===== config.mk =====
export PLATFORM = sky130hd
export DESIGN_NAME = demux1x2_7bits_hs
export DESIGN_NICKNAME = d
export VERILOG_FILES = /design/src/rtl/demux1x2_7bits_hs.sv
export SDC_FILE = /design/constraint.sdc
export NUM_CORES = 1
export LEC_CHECK = 0
export ABC_AREA = 1
export CAP_MARGIN = 20
export CORE_ASPECT_RATIO = 2
export CORE_MARGIN = 3
export CORE_UTILIZATION = 30
export CTS_CLUSTER_DIAMETER = 100
export DETAILED_ROUTE_END_ITERATION = 10
export GPL_TIMING_DRIVEN = 0
export HOLD_SLACK_MARGIN = 0.12
export PLACE_DENSITY = 0.53
export SKIP_LAST_GASP = 1
export SLEW_MARGIN = 20
export SYNTH_ARGS = -nofsm -noshare
export SYNTH_HDL_FRONTEND = slang
export SYNTH_SLANG_ARGS = --single-unit
export TNS_END_PERCENT = 50

===== constraint.sdc =====
create_clock -name clk -period 2.4 [get_ports clk]
set_input_delay 0.6 -clock clk [delete_from_list [all_inputs] [get_ports clk]]
set_output_delay 0.6 -clock clk [all_outputs]
set_load 0.005 [all_outputs]

===== src/rtl/demux1x2_7bits_hs.sv =====
// demux1x2_7bits_hs
// One-to-two demultiplexer with valid/ready handshakes on every side.
// Each output channel has a single-entry holding register.
// Routing is either by in_sel or by a round-robin pointer (auto_mode).
// Each channel keeps a wrapping count of the words it has delivered.

module demux1x2_7bits_hs #(
    parameter int WIDTH = 7,
    parameter int CNT_W = 8
) (
    input  logic             clk,
    input  logic             rst_n,
    input  logic             auto_mode,
    input  logic             in_valid,
    output logic             in_ready,
    input  logic             in_sel,
    input  logic [WIDTH-1:0] in_data,
    output logic             out0_valid,
    input  logic             out0_ready,
    output logic [WIDTH-1:0] out0_data,
    output logic             out1_valid,
    input  logic             out1_ready,
    output logic [WIDTH-1:0] out1_data,
    output logic [CNT_W-1:0] cnt0,
    output logic [CNT_W-1:0] cnt1,
    output logic             next_ch
);

    typedef enum logic {EMPTY, FULL} slot_t;
    typedef enum logic {CH0, CH1} rr_t;

    slot_t slot0;
    slot_t slot1;
    rr_t   rr_ptr;

    logic in_xfer;
    logic in_to0;
    logic in_to1;
    logic out0_xfer;
    logic out1_xfer;

    // Target selection and input acceptance.
    // in_ready looks only at the targeted slot, so a stalled target blocks
    // the source even when the other channel has room.
    always_comb begin
        next_ch   = auto_mode ? (rr_ptr == CH1) : in_sel;
        in_ready  = next_ch ? ((slot1 == EMPTY) || out1_ready)
                            : ((slot0 == EMPTY) || out0_ready);
        in_xfer   = in_valid && in_ready;
        in_to0    = in_xfer && !next_ch;
        in_to1    = in_xfer && next_ch;
        out0_xfer = (slot0 == FULL) && out0_ready;
        out1_xfer = (slot1 == FULL) && out1_ready;
    end

    assign out0_valid = (slot0 == FULL);
    assign out1_valid = (slot1 == FULL);

    // Channel 0 holding register; a refill wins over a drain in the same cycle.
    always_ff @(posedge clk or negedge rst_n) begin
        if (!rst_n) begin
            slot0     <= EMPTY;
            out0_data <= '0;
        end else if (in_to0) begin
            slot0     <= FULL;
            out0_data <= in_data;
        end else if (out0_xfer) begin
            slot0     <= EMPTY;
        end
    end

    // Channel 1 holding register; a refill wins over a drain in the same cycle.
    always_ff @(posedge clk or negedge rst_n) begin
        if (!rst_n) begin
            slot1     <= EMPTY;
            out1_data <= '0;
        end else if (in_to1) begin
            slot1     <= FULL;
            out1_data <= in_data;
        end else if (out1_xfer) begin
            slot1     <= EMPTY;
        end
    end

    // Delivered-word counters, wrapping silently at full scale.
    always_ff @(posedge clk or negedge rst_n) begin
        if (!rst_n) begin
            cnt0 <= '0;
            cnt1 <= '0;
        end else begin
            if (out0_xfer) cnt0 <= cnt0 + CNT_W'(1);
            if (out1_xfer) cnt1 <= cnt1 + CNT_W'(1);
        end
    end

    // Round-robin pointer advances only on words accepted in auto mode and
    // keeps its value while routing manually.
    always_ff @(posedge clk or negedge rst_n) begin
        if (!rst_n) begin
            rr_ptr <= CH0;
        end else if (auto_mode && in_xfer) begin
            rr_ptr <= (rr_ptr == CH0) ? CH1 : CH0;
        end
    end

endmodule


==> PnR_summary.wiki <==
{| class="wikitable"
! Metric !! Value
|-
| Max Cap Violations || 0
|-
| Max IR drop VDD || 0.5564 mV
|-
| Top cell type's share of synthesized area || between 50% and 60%
|-
| Number of global-route vias before repair || 1304
|-
| Die Wd || approximately 58 um
|-
| Final cycle utilization of the critical path || 95.74%
|-
| Buffer levels on the longest clock path || 2
|-
| Synth top area cells || dfrtp_1 (52%), nand2_1 (11%), o21ai_2 (7.7%)
|-
| Post-CTS Hold Fix Bufs || 0
|-
| Clock buffer count from CTS || 5
|-
| Total net switching power || 0.7133 mW
|-
| Synthesized instance count || about 170
|-
| Starting DRC count in detailed routing || 16
|-
| RSZ-0062 raised after global routing || false
|-
| Core box area || ~0.0051 mm^2
|-
| Clock tree sinks || 33
|-
| Later-pin clock latency in the skew report || 0.28 ns
|-
| CP arrival || 1.70 ns
|-
| Count of synthesis-stage warnings from yosys || 0
|-
| Vias per cell || 4.460
|-
| Comb power frac || 39.0%
|-
| Routed length per instance || 12.06 um
|-
| Sum Neg Setup Slack || 0 ns
|-
| Vias after detailed routing || 1289
|-
| Power, Total || 2.171 mW
|-
| Highest Clock Rate || 435.2 MHz
|-
| Setup slack of the critical path after layout || between 0.1 and 0.15 ns
|-
| Pre-antenna DRT Iters || 4
|-
| # H-tree levels || 2
|-
| Kind of launch point of the worst setup path || input port
|-
| Yosys top cell by area || dfrtp_1
|-
| Number of filler instances in the final layout || 522
|-
| TritonCTS clock tree || built
|-
| Clock skew || 0.001883 ns
|-
| Count of port buffers added during placement || 47
|-
| Post-Synthesis Net Count || between 150 and 200
|-
| Aggregate global routing overflow || 0
|-
| Number of nets in the finished design || between 200 and 250
|-
| Leakage Power || between 1 and 1.5 nW
|-
| Post-synthesis area per instance || slightly above 9 um^2
|-
| Status || completed
|-
| Internal portion of total power || between 1 and 1.5 mW
|-
| Critical setup path kind || input port to primary output
|-
| Share of synthesized flip-flops with an asynchronous set or reset || 100.0%
|-
| Number of synthesized flops with an enable pin || 0
|-
| Area Overhead vs Synth || 40.91%
|-
| Required time of the critical path || 1.80 ns
|-
| Library cell used as clock root buffer || clkbuf_8
|-
| Pre-CTS setup slack || -0.2088 ns
|-
| Worst-margin pin slew || 0.3758 ns
|-
| Total GRT Usage || about an eighth
|-
| Period minus WS final || 2.298 ns
|-
| Worst slew slack as a fraction of its limit || about three quarters
|-
| Fraction of layout cells with a size suffix above 1 || 18.61%
|-
| Worst hold-check slack || 0.2316 ns
|-
| Post-detail-place hpwl || ~2700 um
|-
| Clock network fraction of design power || 18.3%
|-
| Switching Fraction || 32.86%
|-
| Max Transition Viols Final || 0
|-
| Vertical extent of the die || roughly 110 um
|-
| Synth Flop Type || dfrtp_1
|-
| Share of the core filled with cells || 43.95%
|-
| Post-placement cell count || 280
|-
| Kind of end point of the critical path || primary output
|-
| Netlist area before placement || ~0.0016 mm^2
|-
| Final setup violation count || 0
|-
| Wire length of the first global-routing pass || 5892 um
|-
| Cell area after placement || between 0.002 and 0.0025 mm^2
|-
| Final Wtd Congestion || 0.7632
|-
| DRC Markers || 0
|-
| Num ports || 48
|-
| Final std cells w/o fill || 289
|-
| Maximum number of pins on one net before global-route repair || 21
|-
| Reg clk slew, reported paths || 0.07 ns
|-
| Highest net fanout along the worst path || 3
|-
| Flop and latch count out of synthesis || 33
|-
| Overall routed net length || between 3000 and 4000 um
|-
| Post-synth cell types || 22
|-
| Sequential share of power || 42.7%
|-
| Floorplan die area || 0.006309 mm^2
|-
| Antenna-violating nets left || 0
|-
| Std cell rows || 37
|-
| Starting density of the core || 31.19%
|-
| Final number of hold-violating endpoints || 0
|-
| Worst hold-check path type || input port to async pin
|-
| Number of antenna violations at the first check in global routing || 0
|-
| Post-synthesis sequential area ratio || 51.52%
|-
| Power Density || 961.2 mW/mm^2
|-
| Design Area, Final || 0.002258 mm^2
|-
| Ant. Diodes || 0
|}
layer usage:
metal	up-vias	share of wire [%]	global-route usage, %
li1	650	-	-
met1	600	36	12.65
met2	35	57	22.33
met3	4	4.7	3.055
met4	0	1.7	5.473
met5	-	0	0
power groups by stage:
stage / sequential, mW / clock [mW] / combinational [mW]
2_1_floorplan: 0.925 / 0 / 0.362
3_3_place_gp: 0.941 / 0 / 0.845
3_5_place_dp: 0.944 / 0 / 0.859
4_1_cts: 0.935 / 0.420 / 0.864
5_1_grt: 0.962 / 0.440 / 0.941
6_report: 0.927 / 0.397 / 0.847
cells in the mapped netlist, types with 2 or more instances:
| cell | instances |
|---|---|
| nand2_4 | 2 |
| dfrtp_1 | 33 |
| nand2_2 | 6 |
| nor3_2 | 2 |
| nor2_1 | 9 |
| nor2_2 | 3 |
| o21ai_2 | 14 |
| nand3_1 | 10 |
| inv_1 | 27 |
| xnor2_1 | 2 |
| buf_6 | 2 |
| xor2_1 | 4 |
| ha_1 | 2 |
| nand4_1 | 3 |
| nand2_1 | 48 |
worst max-delay path, stage by stage:
cell and delay (ns):
clkdlybuf4s50_1 0.46, nor2_2 0.16, inv_2 0.07, nand2_1 0.06
nand2_1 0.06, dlygate4sd2_1 0.27
layout make-up:
| cell class | count | area [um^2] | area share [%] |
|---|---|---|---|
| buffer | 2 | 22.52 | 0.9972 |
| inverter | 28 | 105.1 | 4.654 |
| tap | 58 | 72.57 | 3.213 |
| multi-input combinational | 111 | 649.4 | 28.75 |
| timing repair buffer | 49 | 503.0 | 22.27 |
| clock buffer | 8 | 80.08 | 3.546 |
| sequential | 33 | 825.8 | 36.57 |
kinds of logic (layout without fill, tap and decap cells):
group           count (synthesis)  count (layout)  share of synthesized area (%)
compound gates                 16              16                          8.274
mux                             1               1                         0.7025
fa+ha+maj                       2               2                          1.561
flops                          33              33                          51.52
simple gates                   86              86                          26.70
buf+inv                        30              87                          7.962
xor+xnor                        6               6                          3.279
worst paths after layout:
path,end,startpoint,slack (ns),cells after the start
worst min-delay path,out1_data[4],rst_n,0.23,1
worst min register to register,out1_data[1],out1_data[1],0.49,2
worst max register to register,out0_data[0],rr_ptr,1.13,6
max in group asynchronous,out0_data[0],rst_n,1.75,2
worst max-delay path,in_ready,out1_ready,0.10,6
min in group clk,out1_data[1],out1_data[1],0.49,2
registers in the layout, indices dropped and copies added (netlist names):
signal	flops
cnt0	8
cnt1	8
out0_data	7
out1_data	7
out0_valid	1
out1_valid	1
rr_ptr	1
placed cells by master, fill, tap and decap left out, types with 3 or more instances in the layout:
master	count
nand3_1	10
nand4_1	3
o21ai_2	14
nor2_2	3
dfrtp_1	33
nand2_1	48
clkbuf_8	5
clkdlybuf4s50_1	42
nand2_2	6
nor2_1	9
clkbuf_1	3
inv_2	3
inv_1	25
xor2_1	4
timing repair:
action                     CTS  global route
resized for setup            3             3
pin swaps                    1             0
setup buffers                1             0
setup endpoints to repair    2             2
(Power assumes the default switching activity.)
